## config.mk

```make
export PLATFORM = sky130hd
export DESIGN_NAME = lcv_dot_seq
export DESIGN_NICKNAME = d
export VERILOG_FILES = /design/src/rtl/lcv_dot_seq.sv
export SDC_FILE = /design/constraint.sdc
export NUM_CORES = 1
export LEC_CHECK = 0
export BUFFER_PORTS_ARGS = -buffer_cell sky130_fd_sc_hd__buf_2
export CORE_AREA = 2 2 107 109
export CTS_CLUSTER_DIAMETER = 60
export DETAILED_ROUTE_END_ITERATION = 16
export DIE_AREA = 0 0 109 111
export GPL_TIMING_DRIVEN = 0
export MAX_ROUTING_LAYER = met4
export PLACE_DENSITY_LB_ADDON = 0.2
export SLEW_MARGIN = 25
export SYNTH_ARGS = -nofsm -noshare
export SYNTH_HDL_FRONTEND = slang
export SYNTH_SLANG_ARGS = --single-unit
```

## constraint.sdc

```tcl
create_clock -name clk_i -period 2.16 [get_ports clk_i]
set_clock_uncertainty 0.2 [all_clocks]
set_input_delay 0.324 -clock clk_i [delete_from_list [all_inputs] [get_ports clk_i]]
set_output_delay 0.324 -clock clk_i [all_outputs]
set_load 0.02 [all_outputs]
```

## src/rtl/lcv_dot_seq.sv

```systemverilog
// Dot-product sequencer for an external 1-cycle registered signed MAC.
// Streams operand pairs into the MAC, recirculates its output, and returns one sum per vector.
module lcv_dot_seq #(
  parameter int unsigned MAX_LEN = 256,
  parameter int unsigned CNT_W   = $clog2(MAX_LEN + 1)
) (
  input  logic             clk_i,
  input  logic             rst_i,
  input  logic             in_valid_i,
  output logic             in_ready_o,
  input  logic [15:0]      in_a_i,
  input  logic [15:0]      in_b_i,
  input  logic             in_last_i,
  input  logic [32:0]      bias_i,
  output logic [15:0]      mac_a_o,
  output logic [15:0]      mac_b_o,
  output logic [32:0]      mac_c_o,
  output logic [32:0]      mac_d_o,
  output logic [32:0]      mac_e_o,
  input  logic [32:0]      mac_outp_i,
  output logic             out_valid_o,
  input  logic             out_ready_i,
  output logic [32:0]      out_sum_o,
  output logic [CNT_W-1:0] out_count_o,
  output logic             out_err_o
);

  localparam int unsigned OP_W  = 16;
  localparam int unsigned SUM_W = 33;

  typedef enum logic [1:0] {IDLE, RUN, DRAIN, DONE} state_e;

  state_e             state_q, state_d;
  logic [CNT_W-1:0]   cnt_q, cnt_d;
  logic               noend_q, noend_d;
  logic               out_valid_q, out_valid_d;
  logic [SUM_W-1:0]   out_sum_q, out_sum_d;
  logic [CNT_W-1:0]   out_count_q, out_count_d;
  logic               out_err_q, out_err_d;
  logic               acc;
  logic               at_limit;

  assign in_ready_o = (state_q == IDLE) || (state_q == RUN);
  assign acc        = in_valid_i && in_ready_o;
  assign at_limit   = (cnt_q == CNT_W'(MAX_LEN - 1));

  // Unqualified operands are forced to zero so bubbles leave the accumulator untouched.
  assign mac_a_o = acc ? in_a_i : OP_W'(0);
  assign mac_b_o = acc ? in_b_i : OP_W'(0);
  assign mac_d_o = SUM_W'(0);
  assign mac_e_o = SUM_W'(0);

  always_comb begin
    mac_c_o = SUM_W'(0);
    case (state_q)
      IDLE:        mac_c_o = bias_i;
      RUN, DRAIN:  mac_c_o = mac_outp_i;
      default:     mac_c_o = SUM_W'(0);
    endcase
  end

  always_comb begin
    state_d     = state_q;
    cnt_d       = cnt_q;
    noend_d     = noend_q;
    out_valid_d = out_valid_q;
    out_sum_d   = out_sum_q;
    out_count_d = out_count_q;
    out_err_d   = out_err_q;

    if (acc) begin
      cnt_d = cnt_q + CNT_W'(1);
    end

    case (state_q)
      IDLE: begin
        if (acc) begin
          state_d = in_last_i ? DRAIN : RUN;
          noend_d = 1'b0;
        end
      end
      RUN: begin
        if (acc && (in_last_i || at_limit)) begin
          state_d = DRAIN;
          noend_d = !in_last_i;
        end
      end
      DRAIN: begin
        // MAC output now holds the sum including the terminating beat.
        out_sum_d   = mac_outp_i;
        out_count_d = cnt_q;
        out_err_d   = noend_q;
        out_valid_d = 1'b1;
        state_d     = DONE;
      end
      DONE: begin
        if (out_ready_i) begin
          out_valid_d = 1'b0;
          cnt_d       = CNT_W'(0);
          state_d     = IDLE;
        end
      end
      default: state_d = IDLE;
    endcase
  end

  always_ff @(posedge clk_i or posedge rst_i) begin
    if (rst_i) begin
      state_q     <= IDLE;
      cnt_q       <= CNT_W'(0);
      noend_q     <= 1'b0;
      out_valid_q <= 1'b0;
      out_sum_q   <= SUM_W'(0);
      out_count_q <= CNT_W'(0);
      out_err_q   <= 1'b0;
    end else begin
      state_q     <= state_d;
      cnt_q       <= cnt_d;
      noend_q     <= noend_d;
      out_valid_q <= out_valid_d;
      out_sum_q   <= out_sum_d;
      out_count_q <= out_count_d;
      out_err_q   <= out_err_d;
    end
  end

  assign out_valid_o = out_valid_q;
  assign out_sum_o   = out_sum_q;
  assign out_count_o = out_count_q;
  assign out_err_o   = out_err_q;

endmodule

```

======== Yosys cells after proc, flatten, opt, wreduce, memory -nomap -nowiden ========
Index checks and enable logic that the tools add are counted.
storage, ports and cells
  register bits ........................... 56
  input bits .............................. 103
  output and inout port bits .............. 176
cells by class
  add/sub/neg operators ................... 1
  equality and inequality tests ........... 7
  mux-type cells .......................... 16
  reductions and logical operators ........ 12
operators by type and width
  kind                                                                      count
  33-bit case mux with 2 select lines                                       1
  16-bit two-way mux                                                        2
  9-bit two-way mux                                                         3
  9-bit by 1-bit adder with 9-bit output (second input constant)            1
  9-bit by 8-bit == test with 1-bit output (second input constant)          1
  2-bit two-way mux                                                         4
  2-bit case mux with 4 select lines                                        1
  3-bit AND reduction                                                       2
  2-bit == test (second input constant)                                     2
  2-bit inequality test (second input constant)                             2
  1-bit case mux with 2 select lines                                        2
  2-bit nonzero test                                                        2
  1-bit two-way mux                                                         3
  2-bit by 1-bit == test with 1-bit output (second input constant)          1
  1-bit logical AND                                                         2
  2-bit zero test                                                           1
  1-bit logical OR                                                          2
  2-bit by 1-bit inequality test with 1-bit output (second input constant)  1
  2-bit AND reduction                                                       1
  2-bit OR reduction                                                        1
  1-bit zero test                                                           1

======== Logic depth before layout (Yosys ltp) ========
Gate-level depths: netlist (run 1).
  depth in word-level cells ............... 6
  depth in mapped cells ................... 6
  depth with buffers taken out ............ 6

======== Least setup slack after synthesis (run 1) ========
No wires, ideal clock.
  kind .................................... reg-to-output
  from .................................... register state_q[0]
  to ...................................... output port mac_c_o[16]
  arrival ................................. 1.590 ns
  data required time ...................... 1.636 ns
  slack ................................... 0.046 ns
  cell stages (with the launch flop) ...... 7
  cell sequence ........................... dfrtp_1 inv_1 ha_1 clkbuf_1 clkbuf_1 a22oi_1 nor2_1
on the way
  longest elaborated chain between the ends .. 3
  elaborated cells between the ends (all ways) .. 5
  those cells by class .................... eq/ne (2); mux (1); reduce/logical (2)
ends and longest elaborated chain
  item                                                                              line  text
  from (decl)                                                                       33    state_e state_q, state_d;
  from (signal assigned)                                                            117   state_q <= state_d;
  2-bit by 1-bit == test with 1-bit output / 2-bit == test (equally long branches)  55    case (state_q)
  2-bit OR reduction                                                                55
  33-bit case mux with 2 select lines (*)                                           55
  to (decl)                                                                         17    output logic [32:0] mac_c_o,
Mark *: on every way between the ends. The rest lies on a longest branch, timed or not.

======== Worst setup path in the final report (run 1) ========
  from .................................... register state_q[0]
  to ...................................... output port mac_a_o[10]
on the way
  longest elaborated chain between the ends .. 4
  elaborated cells between the ends (all ways) .. 5
  those cells by class .................... eq/ne (1); mux (1); reduce/logical (3)
ends and longest elaborated chain
  item                                                                                line  text
  2-bit by 1-bit == test with 1-bit output / 2-bit zero test (equally long branches)  43    assign in_ready_o = (state_q == IDLE) || (state_q == RUN);
  1-bit logical OR (*)                                                                43
  1-bit logical AND (*)                                                               44    assign acc = in_valid_i && in_ready_o;
  16-bit two-way mux (*)                                                              48    assign mac_a_o = acc ? in_a_i : OP_W'(0);
  to (decl)                                                                           15    output logic [15:0] mac_a_o,
Marked as above.

==> results of run 1 <==
-- cells by family (layout without fill, tap and decap cells) --
group,count (synthesis),after routing,synth area share (%)
buf+inv,96,336,18.0
simple gates,85,85,12.6
flops,56,56,40.8
compound gates,52,52,10.5
mux,47,47,15.3
fa+ha+maj,6,6,2.19
xor+xnor,2,2,0.510
other cells,1,66,0.109
-- metal layers --
metal | part of all wire, % | vias to the layer above
met2 | 55 | 181
met5 | 0 | -
met1 | 35 | 1624
li1 | - | 1648
met4 | 1.4 | 0
met3 | 8.5 | 12
-- state kept, by name, summed over array words and instances (netlist names) --
name / cells
cnt_q: 9
state_q: 2
noend_q: 1
out_count_o: 9
out_err_o: 1
out_sum_o: 33
out_valid_o: 1
-- final cells by class --
type | instances | share of cell area [%]
Multi-Input combinational cell | 258 | 32.1
Tap cell | 143 | 3.01
Sequential cell | 56 | 23.6
Clock inverter | 3 | 0.484
Clock buffer | 5 | 2.11
Buffer | 86 | 12.3
Inverter | 8 | 0.548
Timing Repair Buffer | 234 | 25.9
-- worst max path at each step --
stage	startpoint	to	slack, ns
after floorplan	state_q[0]	mac_c_o[16]	0.05
after global placement	rst_i	out_sum_o[20]	-0.47
after detailed placement	state_q[0]	mac_c_o[16]	-0.45
after CTS	state_q[0]	mac_a_o[6]	-0.13
after global routing	state_q[0]	mac_a_o[10]	-0.17
final	state_q[0]	mac_a_o[10]	-0.14
-- synthesized netlist by cell type --
cell,count,area [µm²]
sky130_fd_sc_hd__nand3_1,1,5.00
sky130_fd_sc_hd__o21a_1,1,7.51
sky130_fd_sc_hd__or3_2,2,15.0
sky130_fd_sc_hd__a21oi_1,8,40.0
sky130_fd_sc_hd__a22oi_1,33,248
sky130_fd_sc_hd__and2_1,33,206
sky130_fd_sc_hd__nand4_2,1,12.5
sky130_fd_sc_hd__conb_1,1,3.75
sky130_fd_sc_hd__or3_1,2,12.5
sky130_fd_sc_hd__o221ai_1,1,8.76
sky130_fd_sc_hd__dfrtp_1,56,1400
sky130_fd_sc_hd__or4_1,1,7.51
sky130_fd_sc_hd__buf_4,66,495
sky130_fd_sc_hd__mux2i_1,4,40.0
sky130_fd_sc_hd__mux2_2,43,484
sky130_fd_sc_hd__buf_2,7,35.0
sky130_fd_sc_hd__nand2b_1,2,12.5
sky130_fd_sc_hd__o31ai_1,1,7.51
sky130_fd_sc_hd__clkbuf_1,12,45.0
sky130_fd_sc_hd__a211oi_1,1,7.51
sky130_fd_sc_hd__nand2_1,3,11.3
sky130_fd_sc_hd__o211ai_1,1,7.51
sky130_fd_sc_hd__xnor2_1,2,17.5
sky130_fd_sc_hd__inv_1,8,30.0
sky130_fd_sc_hd__nor2_1,39,146
sky130_fd_sc_hd__buf_1,3,11.3
sky130_fd_sc_hd__ha_1,6,75.1
sky130_fd_sc_hd__o21ai_0,5,25.0
sky130_fd_sc_hd__nor3_1,1,5.00
sky130_fd_sc_hd__o2111ai_1,1,8.76
-- power by group --
group / leakage, nW / internal [W] / switching (W)
combinational: 2.42 / 0.00318 / 0.00357
sequential: 0.688 / 0.00149 / 0.000227
clock: 0.0767 / 0.000448 / 0.000415
-- what timing repair did --
action | CTS | global route
resized for setup | 107 | 87
gates cloned | 2 | 3
endpoints found under the setup margin | 65 | 66
pin swaps | 22 | 3
setup buffers | 5 | 10
hold buffers | 1 | 0
hold endpoints to repair | 17 | 0
-- stage by stage --
step | area [µm²] | worst slack, ns | utilization [%] | power (W) | setup TNS (ns)
after CTS | 5480 | -0.130 | 49.5 | 0.00821 | -5.43
after global placement | 4920 | -0.473 | 44.4 | 0.00659 | -36.71
final | 5940 | -0.136 | 53.6 | 0.00933 | -3.49
after global routing | 5940 | -0.175 | 53.6 | 0.00985 | -6.72
after floorplan | 3680 | 0.0460 | - | 0.00503 | 0
after detailed placement | 4940 | -0.452 | 44.6 | 0.00670 | -13.84
-- cell usage in the layout (no fill, tap or decap), drive strengths merged, types with 2 or more instances in the layout --
| cell type | synthesis | layout |
|---|---|---|
| ha | 6 | 6 |
| clkbuf | 12 | 16 |
| buf | 76 | 308 |
| inv | 8 | 11 |
| a21oi | 8 | 8 |
| nand2 | 3 | 3 |
| a22oi | 33 | 33 |
| or3 | 4 | 4 |
| nand2b | 2 | 2 |
| mux2i | 4 | 4 |
| dfrtp | 56 | 56 |
| o21ai | 5 | 5 |
| conb | 1 | 66 |
| xnor2 | 2 | 2 |
| nor2 | 39 | 39 |
| mux2 | 43 | 43 |
| and2 | 33 | 33 |
==> impl_results.html, run 1 <==
<table>
<tr><th>Metric</th><th>Value</th></tr>
<tr><th colspan="2">Global routing</th></tr>
<tr><td>Antenna violations before repair</td><td>0</td></tr>
<tr><td>Highest-utilization routing layer at the global route stage</td><td>met2</td></tr>
<tr><td>Met3 global-route usage</td><td>3.12%</td></tr>
<tr><td>GRT met1 Usage</td><td>20.6%</td></tr>
<tr><td>Leftover overflow at the end of global routing</td><td>0</td></tr>
<tr><td>Vias in the first global route</td><td>3,182</td></tr>
<tr><td>Global Route Usage Sum</td><td>18.6%</td></tr>
<tr><td>Pin count of the biggest net entering global routing</td><td>40</td></tr>
<tr><td>Wire length of the first global-routing pass</td><td>16.8 mm</td></tr>
<tr><td>Fraction of met2 tracks used by global routing</td><td>34.5%</td></tr>
<tr><th colspan="2">Routing</th></tr>
<tr><td>Ratio of routed vias to standard cells</td><td>4.37</td></tr>
<tr><td>DR DRC count</td><td>0</td></tr>
<tr><td>1st-iter DRT viols</td><td>86</td></tr>
<tr><td>Final routed wire length divided by cell count</td><td>14.9 µm</td></tr>
<tr><td>DRT antenna net count</td><td>0</td></tr>
<tr><td>Pre-antenna DRT Iters</td><td>4</td></tr>
<tr><td>Post-detailed-routing wire length</td><td>11.8 mm</td></tr>
<tr><td>Total vias in the final route</td><td>3,465</td></tr>
<tr><th colspan="2">CTS</th></tr>
<tr><td>Number of H-tree branching levels</td><td>2</td></tr>
<tr><td>Clock tree from TritonCTS</td><td>done</td></tr>
<tr><td>Clock Sinks</td><td>56</td></tr>
<tr><td>Clock edge transition at the registers on the reported setup and hold paths</td><td>0.08 ns</td></tr>
<tr><td>Cell at the root of the clock tree</td><td>sky130_fd_sc_hd__clkbuf_16</td></tr>
<tr><td>Number of buffers on the longest clock path</td><td>2</td></tr>
<tr><td>Latest clock arrival within the worst-skew pair</td><td>0.30 ns</td></tr>
<tr><td>Total CTS buffers</td><td>5</td></tr>
<tr><th colspan="2">Run status</th></tr>
<tr><td>Run status</td><td>finished with violations</td></tr>
<tr><td>Violations in the final reports</td><td>setup timing</td></tr>
<tr><th colspan="2">Synth</th></tr>
<tr><td>Number of unique standard cell types used by synthesis</td><td>30</td></tr>
<tr><td>Mean area per synthesized cell</td><td>9.95 µm²</td></tr>
<tr><td>Sequential element share of the synthesized area</td><td>40.8%</td></tr>
<tr><td>Yosys reg bits</td><td>56</td></tr>
<tr><td>Post-Synthesis Cells</td><td>345</td></tr>
<tr><td>Number of warnings reported in the yosys synthesis log</td><td>0</td></tr>
<tr><td>Netlist area before placement</td><td>0.00343 mm²</td></tr>
<tr><th colspan="2">Power and ir drop</th></tr>
<tr><td>Worst voltage drop across the vdd grid</td><td>0.000675 V</td></tr>
<tr><td>Leakage</td><td>3.18 nW</td></tr>
<tr><td>Power density normalized to cell area</td><td>1570 mW/mm²</td></tr>
<tr><th colspan="2">STA</th></tr>
<tr><td>Post-route fraction of the period consumed by the critical path</td><td>106%</td></tr>
<tr><td>Number of setup violations in the final report</td><td>41</td></tr>
<tr><td>Setup repair after global routing missed its margin</td><td>true</td></tr>
<tr><td>Final worst hold slack</td><td>0.0820 ns</td></tr>
<tr><td>Clock period minus final worst setup slack</td><td>2.30 ns</td></tr>
<tr><td>Maximum operating frequency</td><td>436 MHz</td></tr>
<tr><td>Fin. Hold Viols</td><td>0</td></tr>
<tr><td>Setup slack of the critical path after layout</td><td>-0.136 ns</td></tr>
<tr><td>Number of max-slew violations in the final report</td><td>0</td></tr>
<tr><th colspan="2">Worst setup path</th></tr>
<tr><td>Number of logic stages on the critical path including buffering</td><td>7</td></tr>
<tr><td>Register-to-register path setup slack</td><td>0.16 ns</td></tr>
<tr><td>Cell seen most often among critical-path stages</td><td>sky130_fd_sc_hd__buf_6</td></tr>
<tr><td>Endpoint required time on the critical path</td><td>1.64 ns</td></tr>
<tr><td>Slowest stage delay, CP</td><td>0.43 ns</td></tr>
<tr><td>Start of the worst register-to-register path</td><td>state_q[1]</td></tr>
<tr><td>FF-to-FF path depth</td><td>6</td></tr>
<tr><td>Endpoint arrival time on the critical path</td><td>1.77 ns</td></tr>
<tr><td>Kind of critical path</td><td>reg -&gt; out</td></tr>
<tr><td>Crit Reg-Reg Endpoint</td><td>cnt_q[3]</td></tr>
<tr><td>Element type at the critical path start</td><td>register</td></tr>
<tr><td>Kind of capture point of the worst setup path</td><td>output pin</td></tr>
<tr><td>Cell type group with the largest total delay on the critical path</td><td>buffers and inverters</td></tr>
<tr><td>Series of cell instances along the critical path</td><td>buf_6 -&gt; ha_4 -&gt; o21a_1 -&gt; buf_6 -&gt; clkbuf_16 -&gt; and2_4 -&gt; buf_6</td></tr>
<tr><td>Slowest-stage cell, CP</td><td>sky130_fd_sc_hd__dfrtp_2</td></tr>
<tr><td>Number of buffers and inverters on the critical path</td><td>4</td></tr>
<tr><td>Crit path max fanout</td><td>8</td></tr>
<tr><th colspan="2">Floorplan</th></tr>
<tr><td>Floorplan Core Area</td><td>0.0111 mm²</td></tr>
<tr><td>Top Ports</td><td>279</td></tr>
<tr><td>Starting density of the core</td><td>31.0%</td></tr>
<tr><td>Placement row count</td><td>39</td></tr>
<tr><td>Width of the chip</td><td>109 µm</td></tr>
<tr><td>Height of the die</td><td>111 µm</td></tr>
<tr><td>Floorplan die area</td><td>0.0121 mm²</td></tr>
<tr><th colspan="2">Placed design</th></tr>
<tr><td>Estimated wirelength of the detail-placed design</td><td>8.97 mm</td></tr>
<tr><td>Routability-driven placement congestion ratio</td><td>0.851</td></tr>
<tr><td>Number of cells after detailed placement</td><td>766</td></tr>
<tr><td>Number of buffers inserted by port buffering</td><td>212</td></tr>
<tr><th colspan="2">Layout</th></tr>
<tr><td>Layout cells sized above 1</td><td>66.2%</td></tr>
<tr><td>Count of non-filler cells in the finished layout</td><td>793</td></tr>
<tr><td>Area growth from synthesis to layout</td><td>73.0%</td></tr>
<tr><td>Diode count</td><td>0</td></tr>
<tr><td>Multi-input logic area</td><td>0.00190 mm²</td></tr>
<tr><td>Total of fill cells in the finished design</td><td>1,026</td></tr>
<tr><td>Sequential cell area</td><td>0.00140 mm²</td></tr>
<tr><td>Post-layout net count</td><td>758</td></tr>
<tr><th colspan="2">Worst hold path</th></tr>
<tr><td>Worst hold path endpoint</td><td>out_sum_o[32]</td></tr>
<tr><td>Number of cells traversed by the worst hold path</td><td>2</td></tr>
<tr><td>Startpoint of the tightest hold check path</td><td>mac_outp_i[32]</td></tr>
<tr><td>Min-Delay Path Class</td><td>in -&gt; reg</td></tr>
<tr><th colspan="2">Run</th></tr>
<tr><td>Max Cap Viol</td><td>0</td></tr>
</table>
Power figures use the tool's default switching activity.
==> run 2: changes to the inputs <==
Settings changed: TNS_END_PERCENT from default to 5.
==> run 2 against run 1 <==
  * The run still ends with setup timing left
  * Global-route usage barely moved
  * Clock power fell by 0.6%
  * Combinational power fell by 9.6%
  * Via count fell by 1.8%
  * Setup slack improved by 0.0035 ns
  * Flip-flop and latch count did not move
  * Register-to-register slack barely moved
  * Maximum frequency rose by 0.15%
  * Critical path depth did not move
  * First-iteration DRC count rose by 26%
  * Cell area fell by 4.5%
  * Critical path type unchanged
  * Critical endpoint unchanged
  * Highest routed layer unchanged
==> impl_results.html, run 2 (synthesis gave the netlist of run 1 again) <==
<table>
<tr><th>Metric</th><th>Value</th></tr>
<tr><th colspan="2">Run status</th></tr>
<tr><td>Run status</td><td>finished with violations</td></tr>
<tr><td>Violations in the final reports</td><td>setup timing</td></tr>
<tr><th colspan="2">Worst hold path</th></tr>
<tr><td>Min-Delay Path Class</td><td>in -&gt; reg</td></tr>
<tr><td>Number of cells traversed by the worst hold path</td><td>2</td></tr>
<tr><td>Startpoint of the tightest hold check path</td><td>mac_outp_i[32]</td></tr>
<tr><td>Worst hold path endpoint</td><td>out_sum_o[32]</td></tr>
<tr><th colspan="2">Floorplan</th></tr>
<tr><td>Starting density of the core</td><td>31.0%</td></tr>
<tr><td>Floorplan Core Area</td><td>0.0111 mm²</td></tr>
<tr><td>Width of the chip</td><td>109 µm</td></tr>
<tr><td>Height of the die</td><td>111 µm</td></tr>
<tr><td>Top Ports</td><td>279</td></tr>
<tr><td>Floorplan die area</td><td>0.0121 mm²</td></tr>
<tr><td>Placement row count</td><td>39</td></tr>
<tr><th colspan="2">Layout</th></tr>
<tr><td>Total of fill cells in the finished design</td><td>1,050</td></tr>
<tr><td>Most used cells in the layout excluding fill and tap cells</td><td>175 x sky130_fd_sc_hd__buf_2, 94 x sky130_fd_sc_hd__buf_4, 66 x sky130_fd_sc_hd__conb_1</td></tr>
<tr><td>Flip-flop count of the largest register after layout</td><td>33</td></tr>
<tr><td>Multi-input logic area</td><td>0.00182 mm²</td></tr>
<tr><td>Most common cell after layout, fill and taps aside</td><td>sky130_fd_sc_hd__buf_2</td></tr>
<tr><td>Post-layout net count</td><td>747</td></tr>
<tr><td>Diode count</td><td>0</td></tr>
<tr><td>Area growth from synthesis to layout</td><td>65.3%</td></tr>
<tr><td>Sequential cell area</td><td>0.00140 mm²</td></tr>
<tr><td>Layout cells sized above 1</td><td>63.2%</td></tr>
<tr><th colspan="2">Worst setup path</th></tr>
<tr><td>Slowest stage delay, CP</td><td>0.42 ns</td></tr>
<tr><td>Endpoint arrival time on the critical path</td><td>1.77 ns</td></tr>
<tr><td>Cell seen most often among critical-path stages</td><td>sky130_fd_sc_hd__buf_6</td></tr>
<tr><td>FF-to-FF path depth</td><td>6</td></tr>
<tr><td>Kind of capture point of the worst setup path</td><td>output pin</td></tr>
<tr><td>Number of buffers and inverters on the critical path</td><td>4</td></tr>
<tr><td>Slowest-stage cell, CP</td><td>sky130_fd_sc_hd__dfrtp_1</td></tr>
<tr><td>Crit Reg-Reg Endpoint</td><td>cnt_q[3]</td></tr>
<tr><td>Endpoint required time on the critical path</td><td>1.64 ns</td></tr>
<tr><td>Register-to-register path setup slack</td><td>0.16 ns</td></tr>
<tr><td>Number of logic stages on the critical path including buffering</td><td>7</td></tr>
<tr><td>Cell type group with the largest total delay on the critical path</td><td>buffers and inverters</td></tr>
<tr><td>Crit path max fanout</td><td>8</td></tr>
<tr><td>Kind of critical path</td><td>reg -&gt; out</td></tr>
<tr><td>Element type at the critical path start</td><td>register</td></tr>
<tr><td>Start of the worst register-to-register path</td><td>state_q[1]</td></tr>
<tr><td>Series of cell instances along the critical path</td><td>buf_6 -&gt; ha_4 -&gt; o21a_1 -&gt; buf_6 -&gt; clkbuf_16 -&gt; and2_4 -&gt; buf_6</td></tr>
<tr><th colspan="2">Routing</th></tr>
<tr><td>Post-detailed-routing wire length</td><td>11.4 mm</td></tr>
<tr><td>DRT antenna net count</td><td>0</td></tr>
<tr><td>DR DRC count</td><td>0</td></tr>
<tr><td>1st-iter DRT viols</td><td>108</td></tr>
<tr><td>Pre-antenna DRT Iters</td><td>4</td></tr>
<tr><td>Ratio of routed vias to standard cells</td><td>4.35</td></tr>
<tr><td>Total vias in the final route</td><td>3,404</td></tr>
<tr><td>Final routed wire length divided by cell count</td><td>14.6 µm</td></tr>
<tr><th colspan="2">Placed design</th></tr>
<tr><td>Estimated wirelength of the detail-placed design</td><td>8.97 mm</td></tr>
<tr><td>Pre-CTS worst setup slack</td><td>-0.452 ns</td></tr>
<tr><td>Number of buffers inserted by port buffering</td><td>212</td></tr>
<tr><td>Routability-driven placement congestion ratio</td><td>0.851</td></tr>
<tr><th colspan="2">Power and ir drop</th></tr>
<tr><td>Worst voltage drop across the vdd grid</td><td>0.000585 V</td></tr>
<tr><td>Leakage</td><td>3.10 nW</td></tr>
<tr><td>Power density normalized to cell area</td><td>1530 mW/mm²</td></tr>
<tr><th colspan="2">CTS</th></tr>
<tr><td>Clock Sinks</td><td>56</td></tr>
<tr><td>Clock edge transition at the registers on the reported setup and hold paths</td><td>0.08 ns</td></tr>
<tr><td>Number of buffers on the longest clock path</td><td>2</td></tr>
<tr><td>Cell at the root of the clock tree</td><td>sky130_fd_sc_hd__clkbuf_16</td></tr>
<tr><td>Clock tree from TritonCTS</td><td>done</td></tr>
<tr><td>Number of H-tree branching levels</td><td>2</td></tr>
<tr><td>Latest clock arrival within the worst-skew pair</td><td>0.30 ns</td></tr>
<tr><td>Total CTS buffers</td><td>5</td></tr>
<tr><th colspan="2">STA</th></tr>
<tr><td>Setup slack of the critical path after layout</td><td>-0.132 ns</td></tr>
<tr><td>Maximum operating frequency</td><td>436 MHz</td></tr>
<tr><td>Fin. Hold Viols</td><td>0</td></tr>
<tr><td>Final worst hold slack</td><td>0.0719 ns</td></tr>
<tr><td>Number of setup violations in the final report</td><td>64</td></tr>
<tr><td>Setup repair after global routing missed its margin</td><td>true</td></tr>
<tr><td>Clock period minus final worst setup slack</td><td>2.29 ns</td></tr>
<tr><td>Post-route fraction of the period consumed by the critical path</td><td>106%</td></tr>
<tr><td>Number of max-slew violations in the final report</td><td>0</td></tr>
<tr><th colspan="2">Run</th></tr>
<tr><td>Max Cap Viol</td><td>0</td></tr>
<tr><th colspan="2">Global routing</th></tr>
<tr><td>Vias in the first global route</td><td>3,184</td></tr>
<tr><td>Antenna violations before repair</td><td>0</td></tr>
<tr><td>Global Route Usage Sum</td><td>18.6%</td></tr>
<tr><td>Leftover overflow at the end of global routing</td><td>0</td></tr>
<tr><td>Pin count of the biggest net entering global routing</td><td>40</td></tr>
<tr><td>Wire length of the first global-routing pass</td><td>16.8 mm</td></tr>
</table>
-- run 2: cell types whose count changed in the layout (fill, tap and decap cells not counted), moves of 5 or more --
cell / before / now
sky130_fd_sc_hd__buf_6: 27 / 22
sky130_fd_sc_hd__buf_4: 113 / 94
sky130_fd_sc_hd__a22oi_1: 3 / 16
sky130_fd_sc_hd__buf_2: 161 / 175
sky130_fd_sc_hd__a22oi_2: 30 / 17
-- run 2: repair_timing --
item	in CTS	in global routing
pin swaps	22	1
endpoints found under the setup margin	65	66
gates cloned	2	0
resized for setup	105	48
hold buffers	1	0
setup buffers	4	3
endpoints found under the hold margin	17	0
-- run 2: power by group --
| group | internal (W) | switching, W | leakage [nW] |
|---|---|---|---|
| Sequential | 0.00149 | 0.000229 | 0.689 |
| Clock | 0.000448 | 0.000411 | 0.0767 |
| Combinational | 0.00273 | 0.00337 | 2.33 |
| Total | 0.00466 | 0.00401 | 3.10 |
-- run 2: worst max-delay path by stage --
stage	start	to	slack, ns
floorplan	state_q[0]	mac_c_o[16]	0.05
global placement	rst_i	out_sum_o[20]	-0.47
detailed placement	state_q[0]	mac_c_o[16]	-0.45
CTS	state_q[0]	mac_a_o[6]	-0.13
global route	state_q[0]	mac_a_o[8]	-0.18
finish	state_q[0]	mac_a_o[10]	-0.13
-- run 2: metrics by stage --
| step | area, µm² | TNS, ns | instances | power, W | utilization [%] |
|---|---|---|---|---|---|
| finish | 5680 | -3.49 | 782 | 0.00867 | 51.2 |
| global route | 5680 | -8.39 | 782 | 0.00920 | 51.2 |
| CTS | 5480 | -5.49 | 779 | 0.00825 | 49.5 |
| detailed placement | 4940 | -13.84 | 766 | 0.00670 | 44.6 |
| global placement | 4920 | -36.71 | 765 | 0.00659 | 44.4 |
| floorplan | 3680 | 0 | 410 | 0.00503 | - |
-- run 2: routing by layer --
metal	vias to the layer above	global-route usage (%)	wire, µm
li1	1626	-	-
met1	1593	20.6	4080
met2	175	34.5	6260
met3	10	3.12	955
met4	0	3.93	113
met5	-	-	0
-- run 2: cell type report --
cell class	instances	share of cell area (%)
Multi-Input combinational cell	258	32.1
Inverter	8	0.573
Buffer	86	12.9
Sequential cell	56	24.7
Timing Repair Buffer	223	23.9
Clock buffer	5	2.20
Tap cell	143	3.15
Clock inverter	3	0.507
